===== src/rtl/prog_seq_pkg.sv =====
// Package for the program sequencer.
// Holds the FSM state type, the default parameter values and a helper that
// sizes slot indices. Optional feature macro used by the top:
// PROG_SEQ_STOP_ON_ERR_EN (see prog_sequencer.sv).
package prog_seq_pkg;

   typedef enum logic [1:0] {
      IDLE   = 2'd0,
      LAUNCH = 2'd1,
      RUN    = 2'd2,
      ABORT  = 2'd3
   } prog_seq_state_e;

   localparam int DEF_NUM_PROGS      = 3;
   localparam int DEF_PC_W           = 10;
   localparam int DEF_START_CYCLES   = 2;
   localparam int DEF_TIMEOUT_CYCLES = 65535;
   localparam int DEF_CNT_W          = 16;

   // Slot index width; a single-slot table still needs a 1-bit index.
   function automatic int idx_w(input int n);
      return (n > 1) ? $clog2(n) : 1;
   endfunction

endpackage


===== src/rtl/prog_sequencer_table.sv =====
// prog_entry_table: NUM_PROGS x PC_W entry-PC register file.
// Ports:
//   CLK, rst_n      clock, asynchronous active-low reset (clears every slot)
//   we, widx, wdata single write port; writes to a slot >= NUM_PROGS are dropped
//   ridx, rdata     combinational read port; an out-of-range slot reads 0
module prog_entry_table
   import prog_seq_pkg::*;
#(
   parameter int NUM_PROGS = DEF_NUM_PROGS,
   parameter int PC_W      = DEF_PC_W,
   parameter int IDX_W     = idx_w(DEF_NUM_PROGS)
) (
   input  logic             CLK,
   input  logic             rst_n,
   input  logic             we,
   input  logic [IDX_W-1:0] widx,
   input  logic [PC_W-1:0]  wdata,
   input  logic [IDX_W-1:0] ridx,
   output logic [PC_W-1:0]  rdata
);

   localparam logic [IDX_W:0] NP = (IDX_W + 1)'(NUM_PROGS);

   logic [PC_W-1:0] mem [NUM_PROGS];

   always_ff @(posedge CLK or negedge rst_n) begin
      if (!rst_n) begin
         for (int i = 0; i < NUM_PROGS; i++) mem[i] <= '0;
      end else if (we && ({1'b0, widx} < NP)) begin
         mem[widx] <= wdata;
      end
   end

   assign rdata = ({1'b0, ridx} < NP) ? mem[ridx] : '0;

endmodule


===== src/rtl/prog_sequencer.sv =====
// prog_sequencer: runs a batch of core test programs back-to-back.
// Each launch holds core_start high for START_CYCLES with the slot's entry PC
// presented, then releases the core and counts RUN cycles until an armed halt
// or a timeout.
// Core handshake: core_start=1 keeps the core in start; its falling edge
// launches the program at core_entry_pc. core_halt is a level; it completes
// a program only after it has been seen low at least once in that RUN, so a
// halt left over from the previous program is never mistaken for completion.
// Ports:
//   CLK, rst_n                  clock, asynchronous active-low reset
//   go, num_progs               batch start (IDLE only), batch size (0/too big -> all)
//   cfg_we, cfg_idx, cfg_pc     entry table write (IDLE only)
//   core_start, core_entry_pc   to the core
//   core_halt                   from the core
//   busy, cur_prog              LAUNCH/RUN indicator, active slot
//   prog_done, prog_cycles      per-program completion pulse and RUN-cycle count
//   batch_done, err             end-of-batch pulse, sticky timeout flag
//   dbg_state                   current FSM state
// Macro PROG_SEQ_STOP_ON_ERR_EN: defined -> a timeout ends the batch through
// ABORT; undefined -> a timeout flags err and moves on to the next slot.
module prog_sequencer
   import prog_seq_pkg::*;
#(
   parameter int NUM_PROGS      = DEF_NUM_PROGS,
   parameter int PC_W           = DEF_PC_W,
   parameter int START_CYCLES   = DEF_START_CYCLES,
   parameter int TIMEOUT_CYCLES = DEF_TIMEOUT_CYCLES,
   parameter int CNT_W          = DEF_CNT_W,
   localparam int IDX_W         = idx_w(NUM_PROGS)
) (
   input  logic             CLK,
   input  logic             rst_n,
   input  logic             go,
   input  logic [IDX_W:0]   num_progs,
   input  logic             cfg_we,
   input  logic [IDX_W-1:0] cfg_idx,
   input  logic [PC_W-1:0]  cfg_pc,
   output logic             core_start,
   output logic [PC_W-1:0]  core_entry_pc,
   input  logic             core_halt,
   output logic             busy,
   output logic [IDX_W-1:0] cur_prog,
   output logic             prog_done,
   output logic [CNT_W-1:0] prog_cycles,
   output logic             batch_done,
   output logic             err,
   output prog_seq_state_e  dbg_state
);

   localparam logic [IDX_W:0]   NP_MAX  = (IDX_W + 1)'(NUM_PROGS);
   localparam logic [CNT_W-1:0] ST_LAST = CNT_W'(START_CYCLES - 1);
   localparam logic [CNT_W-1:0] TO_LIM  = CNT_W'(TIMEOUT_CYCLES);

   prog_seq_state_e  state_q, state_d;
   logic [CNT_W-1:0] cnt_q, cnt_d, cnt_inc;
   logic [IDX_W-1:0] cur_q, cur_d, last_q, last_d;
   logic [IDX_W:0]   num_eff;
   logic             armed_q, armed_d, err_q, err_d;
   logic             pdone_q, pdone_d, bdone_q, bdone_d;
   logic [CNT_W-1:0] cyc_q, cyc_d;
   logic [PC_W-1:0]  entry_q, entry_d, tbl_rdata;
   logic             tbl_we, end_prog;

   prog_entry_table #(
      .NUM_PROGS(NUM_PROGS),
      .PC_W     (PC_W),
      .IDX_W    (IDX_W)
   ) u_table (
      .CLK  (CLK),
      .rst_n(rst_n),
      .we   (tbl_we),
      .widx (cfg_idx),
      .wdata(cfg_pc),
      .ridx (cur_q),
      .rdata(tbl_rdata)
   );

   // cnt is shared: it times the LAUNCH hold, then counts RUN cycles.
   // cnt_inc is the count including the current RUN cycle.
   assign cnt_inc = (cnt_q == '1) ? cnt_q : cnt_q + 1'b1;
   assign num_eff = ((num_progs == '0) || (num_progs > NP_MAX)) ? NP_MAX : num_progs;

   always_ff @(posedge CLK or negedge rst_n) begin
      if (!rst_n) state_q <= IDLE;
      else        state_q <= state_d;
   end

   always_comb begin
      state_d       = state_q;
      cnt_d         = cnt_q;
      cur_d         = cur_q;
      last_d        = last_q;
      armed_d       = armed_q;
      err_d         = err_q;
      cyc_d         = cyc_q;
      entry_d       = entry_q;
      pdone_d       = 1'b0;
      bdone_d       = 1'b0;
      tbl_we        = 1'b0;
      end_prog      = 1'b0;
      core_start    = 1'b1;
      busy          = 1'b0;
      core_entry_pc = entry_q;
      case (state_q)
         IDLE: begin
            // Table write lands at the same edge go is taken, so LAUNCH
            // (which reads the table) sees the new value.
            tbl_we = cfg_we;
            if (go) begin
               state_d = LAUNCH;
               cur_d   = '0;
               last_d  = IDX_W'(num_eff - 1'b1);
               err_d   = 1'b0;
               cnt_d   = '0;
            end
         end
         LAUNCH: begin
            busy          = 1'b1;
            core_entry_pc = tbl_rdata;
            entry_d       = tbl_rdata;
            armed_d       = 1'b0;
            if (cnt_q == ST_LAST) begin
               state_d = RUN;
               cnt_d   = '0;
            end else begin
               cnt_d = cnt_q + 1'b1;
            end
         end
         RUN: begin
            core_start = 1'b0;
            busy       = 1'b1;
            cnt_d      = cnt_inc;
            if (!core_halt) armed_d = 1'b1;
            // Armed halt takes priority over a timeout in the same cycle.
            if (core_halt && armed_q) begin
               cyc_d    = cnt_inc;
               pdone_d  = 1'b1;
               end_prog = 1'b1;
            end else if (cnt_inc >= TO_LIM) begin
               cyc_d = cnt_inc;
               err_d = 1'b1;
`ifdef PROG_SEQ_STOP_ON_ERR_EN
               state_d = ABORT;
               bdone_d = 1'b1;
`else
               end_prog = 1'b1;
`endif
            end
            if (end_prog) begin
               if (cur_q == last_q) begin
                  state_d = IDLE;
                  bdone_d = 1'b1;
               end else begin
                  state_d = LAUNCH;
                  cur_d   = cur_q + 1'b1;
                  cnt_d   = '0;
               end
            end
         end
         ABORT: begin
            state_d = IDLE;
         end
         default: begin
            state_d = IDLE;
         end
      endcase
   end

   always_ff @(posedge CLK or negedge rst_n) begin
      if (!rst_n) begin
         cnt_q   <= '0;
         cur_q   <= '0;
         last_q  <= '0;
         armed_q <= 1'b0;
         err_q   <= 1'b0;
         cyc_q   <= '0;
         entry_q <= '0;
         pdone_q <= 1'b0;
         bdone_q <= 1'b0;
      end else begin
         cnt_q   <= cnt_d;
         cur_q   <= cur_d;
         last_q  <= last_d;
         armed_q <= armed_d;
         err_q   <= err_d;
         cyc_q   <= cyc_d;
         entry_q <= entry_d;
         pdone_q <= pdone_d;
         bdone_q <= bdone_d;
      end
   end

   assign cur_prog    = cur_q;
   assign prog_done   = pdone_q;
   assign prog_cycles = cyc_q;
   assign batch_done  = bdone_q;
   assign err         = err_q;
   assign dbg_state   = state_q;

endmodule


===== config.mk =====
export PLATFORM = sky130hd
export DESIGN_NAME = prog_sequencer
export DESIGN_NICKNAME = d
export VERILOG_FILES = /design/src/rtl/prog_seq_pkg.sv /design/src/rtl/prog_sequencer_table.sv /design/src/rtl/prog_sequencer.sv
export SDC_FILE = /design/constraint.sdc
export NUM_CORES = 1
export LEC_CHECK = 0
export CORE_ASPECT_RATIO = 0.7
export CORE_UTILIZATION = 57
export CTS_BUF_LIST = sky130_fd_sc_hd__clkbuf_4
export DETAILED_ROUTE_END_ITERATION = 10
export PLACE_DENSITY_LB_ADDON = 0.25
export RECOVER_POWER = 25
export REMOVE_ABC_BUFFERS = 1
export SETUP_SLACK_MARGIN = 0.2
export SYNTH_ARGS = -nofsm -noshare
export SYNTH_HDL_FRONTEND = slang
export SYNTH_SLANG_ARGS = --single-unit

===== constraint.sdc =====
create_clock -name CLK -period 4.35 [get_ports CLK]
set_clock_uncertainty 0.15 [all_clocks]
set_input_delay 0.87 -clock CLK [delete_from_list [all_inputs] [get_ports CLK]]
set_output_delay 0.87 -clock CLK [all_outputs]
set_load 0.01 [all_outputs]

# == Word level (Yosys, flattened, before mapping) ==
# Cells that the tools add are included.
# totals
register_bits,82
# classes
magnitude_cmp,7
n_eq_ne,13
bitwise,2
reduce_logical,18
n_addsub,3
muxes,43
# op_table
op,n
16-bit two-way mux,7
10-bit two-way mux,5
16-bit case mux with 3 select lines,1
30-bit bitwise mux,1
10-bit binary-select mux with 2-bit select,1
10-bit demux with 2-bit select,1
"16-bit by 1-bit adder with 16-bit output, second input constant",1
"16-bit by 1-bit == test with 1-bit output, second input constant",1
"16-bit == test, second input constant",1
"16-bit greater-or-equal comparator, second input constant",1
1-bit two-way mux,16
2-bit two-way mux,7
"2-bit inequality test, second input constant",7
2-bit case mux with 4 select lines,1
2-bit AND reduction,4
4-bit AND reduction,2
"3-bit greater-or-equal comparator, second input constant",2
2-bit inverter with 3-bit output,2
2-bit nonzero test,3
"2-bit == test, second input constant",2
"2-bit less-than comparator, second input constant",2
1-bit case mux with 2 select lines,2
2-bit case mux with 2 select lines,1
"3-bit by 2-bit greater-than comparator with 1-bit output, second input constant",1
other kinds (12),14

# == Longest topological paths before layout ==
# logic_depth
word_depth,8
depth_mapped,11
depth_no_buf,9

# == Modules after synthesis ==
# Synthesis repeated with hierarchy kept, for this count alone.
# unflattened
cells_unflattened,388
area_unflattened_um2,4300.4
# by_module_without_submodules
module,n_inst,cells_per_inst,area_each_um2
prog_sequencer,1,298,2866.5
prog_entry_table,1,90,1433.9

# == Worst setup path before layout ==
# No wires, ideal clock.
# synth_timing
kind,flip-flop to flip-flop
startpoint,reg cnt_q[0]
endpoint,reg cur_q[0] (netlist: cur_prog[0])
setup_ns,0.134
t_required_ns,4.066
path_stages_with_launch,10
n_path_buf,0
slack_ns,1.365
arrival_ns,2.701
cell_sequence,dfrtp_1 > ha_1 > nand3_2 > nor4_2 > xnor2_1 > o41a_1 > or3_1 > a32o_2 > o21ai_0 > o211ai_1
# synth_via
elab_chain_len,8
# synth_rtl
item,line_no,rtl
"start, declared",prog_sequencer.sv:55,"logic [CNT_W-1:0] cnt_q, cnt_d, cnt_inc;"
"start signal, assigned",prog_sequencer.sv:181,cnt_q <= cnt_d;
16-bit by 1-bit adder with 16-bit output / 16-bit == test (equally long branches),prog_sequencer.sv:80,assign cnt_inc = (cnt_q == '1) ? cnt_q : cnt_q + 1'b1;
16-bit two-way mux (*),prog_sequencer.sv:80,
16-bit greater-or-equal comparator (*),prog_sequencer.sv:139,end else if (cnt_inc >= TO_LIM) begin
1-bit two-way mux (*),prog_sequencer.sv:139,
1-bit two-way mux (*),prog_sequencer.sv:135,if (core_halt && armed_q) begin
1-bit two-way mux (*),prog_sequencer.sv:104,case (state_q)
2-bit inequality test (no line) (*),n/a,
4-bit AND reduction (no line) (*),n/a,
"end signal, assigned",prog_sequencer.sv:182,cur_q <= cur_d;
"end, declared",prog_sequencer.sv:56,"logic [IDX_W-1:0] cur_q, cur_d, last_q, last_d;"
# Every way passes the cells marked *; elsewhere a longest branch is shown, timed or not. The select of a mux whose other input is x is not followed.
# A chain may end at the register's enable or synchronous reset.

# == Worst setup path in the final report ==
# layout_timing
startpoint,reg cur_q[0] (netlist: cur_prog[0])
endpoint,out core_entry_pc[2]
# layout_via
elab_chain_len,6
# layout_rtl
item,line_no,rtl
2-bit inverter with 3-bit output (not written as such),prog_sequencer_table.sv:34,"assign rdata = ({1'b0, ridx} < NP) ? mem[ridx] : '0;"
10-bit binary-select mux with 2-bit select,prog_sequencer_table.sv:34,
10-bit two-way mux (not written as such) (2 in a row),prog_sequencer_table.sv:34,
10-bit two-way mux (*),prog_sequencer_table.sv:34,
10-bit two-way mux (*),n/a,
"end, declared",prog_sequencer.sv:39,"output logic [PC_W-1:0] core_entry_pc,"
# Marked as above.

==> results.py <==
metrics = {
    "outcome": {
        "status": "finished, violations left",
        "violations": "capacitance limit, slew limit",
    },
    "detailed_routing": {
        "drt_wl_total_um": 9290,
        "via_per_inst": 6.01,
        "ant_nets": 0,
        "drt_iter0_markers": 174,
        "vias": 3292,
        "dr.pass1.iters": 4,
        "route.detailed.drc": 0,
        "detail_route.wl_per_cell_um": 17.0,
    },
    "min_path": {
        "hp-class": "reg2reg",
        "min_path_cells": 2,
    },
    "global_routing": {
        "grt_pass1_vias": 3155,
        "grt_antenna_before_repair": 0,
        "grt_max_degree": 83,
        "grt_usage_pct": 26.9,
        "grt_pass1_wl_um": 15600,
        "gr-total-overflow": 0,
    },
    "placement": {
        "gp_congestion": 0.884,
        "placedCellCount": 532,
        "post-dp-hpwl_um": 6520,
        "port_buffers": 54,
    },
    "synth": {
        "synth_most_common_cell": "dfrtp_1",
        "synth_commonest_cells": "dfrtp_1, nand2_1, mux2_2, o21ai_0, a21oi_1",
        "synth_edf_count": 0,
        "synth_area_leaders": "dfrtp_1, mux2_2, o21ai_0",
        "netlist_instances": 401,
        "syn_area_per_cell_um2": 10.3,
        "synth.distinct_cells": 56,
        "ys_async_sr_fraction_pct": 100,
        "synth-seq-cells": 82,
        "syn_area_mm2": 0.00413,
        "ys.flop_type": "dfrtp_1",
        "yosysWarningCount": 0,
        "yosysSeqAreaShare_pct": 49.7,
        "synth_top_area_share_pct": 49.7,
        "post-synth-top-area-cell": "dfrtp_1",
    },
    "setup_path": {
        "path_buf_inv": 1,
        "worstSetupStartpointType": "register",
        "worstPathArrival_ns": 2.70,
        "crit_type": "reg2out",
        "crit_fanout": 17,
        "critPathTopFamily": "flip-flops",
        "critical_path_required_ns": 3.33,
        "worst-path-stages": 4,
        "r2r_cells": 10,
        "cpPeakStageDelay_ns": 0.75,
        "crit_slowest_cell": "dfrtp_1",
        "endpoint_kind": "output pin",
        "cp_cell_sequence": "nor2b_2 -> a21oi_1 -> o2bb2ai_1 -> clkdlybuf4s50_1",
    },
    "die": {
        "start_util_pct": 60.1,
        "die_area_mm2": 0.00760,
        "die_h_um": 73.2,
        "rows": 25,
        "core_area_mm2": 0.00688,
        "io_pins": 55,
        "die_x_um": 104,
    },
    "sta": {
        "fin_setup_tns_ns": 0,
        "hold_viol_final": 0,
        "layout_min_cycle_time_ns": 3.72,
        "fin_crit_sh_pct": 85.5,
        "worst_slew_margin_rel_pct": -33.2,
        "max_clock_freq_mhz": 269,
        "setup_viol_count_final": 0,
        "rsz0062_at_grt": "no",
        "drv_slew": 83,
        "worstMarginPinSlew_ns": 2.00,
    },
    "power_and_ir_drop": {
        "p_seq_share_pct": 64.5,
        "ir_drop_uv": 148,
        "power_frac_comb_pct": 3.1,
        "clkPwrFrac_pct": 32.3,
        "p_switching_w": 0.000284,
        "p_per_area_mw_per_mm2": 244,
        "swShare_pct": 24.0,
        "internal_power_w": 0.000898,
        "p_leak_nw": 2.25,
    },
    "clock_network": {
        "clockBufferDepth": 2,
        "ctsHoldBuffers": 0,
        "cts_made_buffers": 9,
        "cts-root-buf": "clkbuf_4",
        "post_cts_resized": 0,
        "clk_pin_slew_ns": 0.12,
        "cts_max_level": 3,
        "cts.sinks": 82,
        "cts_tree": "done",
        "postCtsSetupRepairBufs": 0,
        "insertion_delay_ns": 0.45,
    },
    "run": {
        "maxCapViolCount": 1,
    },
    "finish": {
        "final_cells": 548,
        "fin_util_pct": 70.4,
        "finalNetCount": 475,
        "synthToLayoutAreaGrowth_pct": 17.3,
        "antenna_cells": 0,
        "drive_gt1_share_pct": 13.7,
    },
}
-- cells in the final DEF (no fill, tap or decap), drive strengths merged, types with 8 or more instances in the layout --
cell type       n
mux2           31
nand2          33
clkbuf         11
dfrtp          82
nor2           26
inv            18
o2bb2ai        10
clkdlybuf4s50  53
nand3          10
mux2i          13
a21oi          30
o21ai          32
xnor2           8
nor3           12
-- area by class of cell --
cell class,count,area (µm²)
inverter,17,63.8
clock buffer,10,75.1
fill,525,2040
timing repair buffer,60,581
sequential,82,2050
clock inverter,6,32.5
multi-input combinational,279,1920
tap,94,118
-- cell families after synthesis --
kind of cell	Yosys count	synth area share, %
AO/OA/AOI/OAI	105	16.7
XOR/XNOR	10	2.12
adder cells (fa/ha/maj)	6	1.82
buffers and inverters	40	3.85
flip-flops	82	49.7
multiplexers	44	11.6
AND/OR/NAND/NOR	114	14.3
-- worst register-to-register path: stages, from the launching register on --
cell,delay [ns]
dfrtp_1,0.56
ha_1,0.37
nand3_2,0.25
nor4_2,0.32
xnor2_1,0.16
o41a_1,0.48
o31ai_4,0.34
nand2_1,0.38
buf_4,0.35
a21oi_1,0.16
a21o_1,0.10
-- stage by stage --
stage | instance area, µm² | power, W | setup slack [ns] | hold slack (ns)
3_5_place_dp | 4740 | 0.000815 | 0.781 | 0.315
3_3_place_gp | 4740 | 0.000814 | 0.852 | 0.312
6_report | 4850 | 0.00118 | 0.630 | 0.341
2_1_floorplan | 4040 | 0.000779 | 0.802 | 0.314
5_1_grt | 4850 | 0.00123 | 0.398 | 0.358
4_1_cts | 4850 | 0.00119 | 0.392 | 0.348
-- flip-flops by register name, summed over array words and instances, names as in the netlist --
signal       flops
batch_done       1
cnt_q           16
entry_q         10
prog_done        1
cur_prog         2
prog_cycles     16
u_table.mem     30
dbg_state        2
err              1
last_q           2
armed_q          1
-- path summary, 6_finish.rpt --
check | start | to | slack [ns]
min reg2reg | prog_cycles[4]$_DFFE_PN0P_ | prog_cycles[4]$_DFFE_PN0P_ | 0.34
max in group asynchronous | rst_n | u_table.mem[8]$_DFFE_PN0P_ | 2.06
max | cur_prog[0]$_DFFE_PN0P_ | core_entry_pc[2] | 0.63
max reg2reg | cnt_q[0]$_DFFE_PN0P_ | prog_cycles[9]$_DFFE_PN0P_ | 0.69
min | prog_cycles[4]$_DFFE_PN0P_ | prog_cycles[4]$_DFFE_PN0P_ | 0.34
min in group asynchronous | rst_n | prog_cycles[11]$_DFFE_PN0P_ | 0.79
-- routing by layer --
metal | up-vias | routed length [µm] | global-route usage (%)
met5 | - | 0 | 0
met4 | 0 | 96 | 7.46
met3 | 10 | 655 | 7.41
met2 | 127 | 3980 | 39.7
met1 | 1608 | 4560 | 39.4
li1 | 1547 | - | -
-- power groups by stage --
stage | registers (W) | clock network, W | logic [W]
2_1_floorplan | 0.000777 | 0 | 0.00000213
3_3_place_gp | 0.000777 | 0 | 0.0000375
3_5_place_dp | 0.000777 | 0 | 0.0000385
4_1_cts | 0.000762 | 0.000393 | 0.0000385
5_1_grt | 0.000762 | 0.000422 | 0.0000420
6_report | 0.000762 | 0.000382 | 0.0000369
Power figures use the tool's default switching activity.
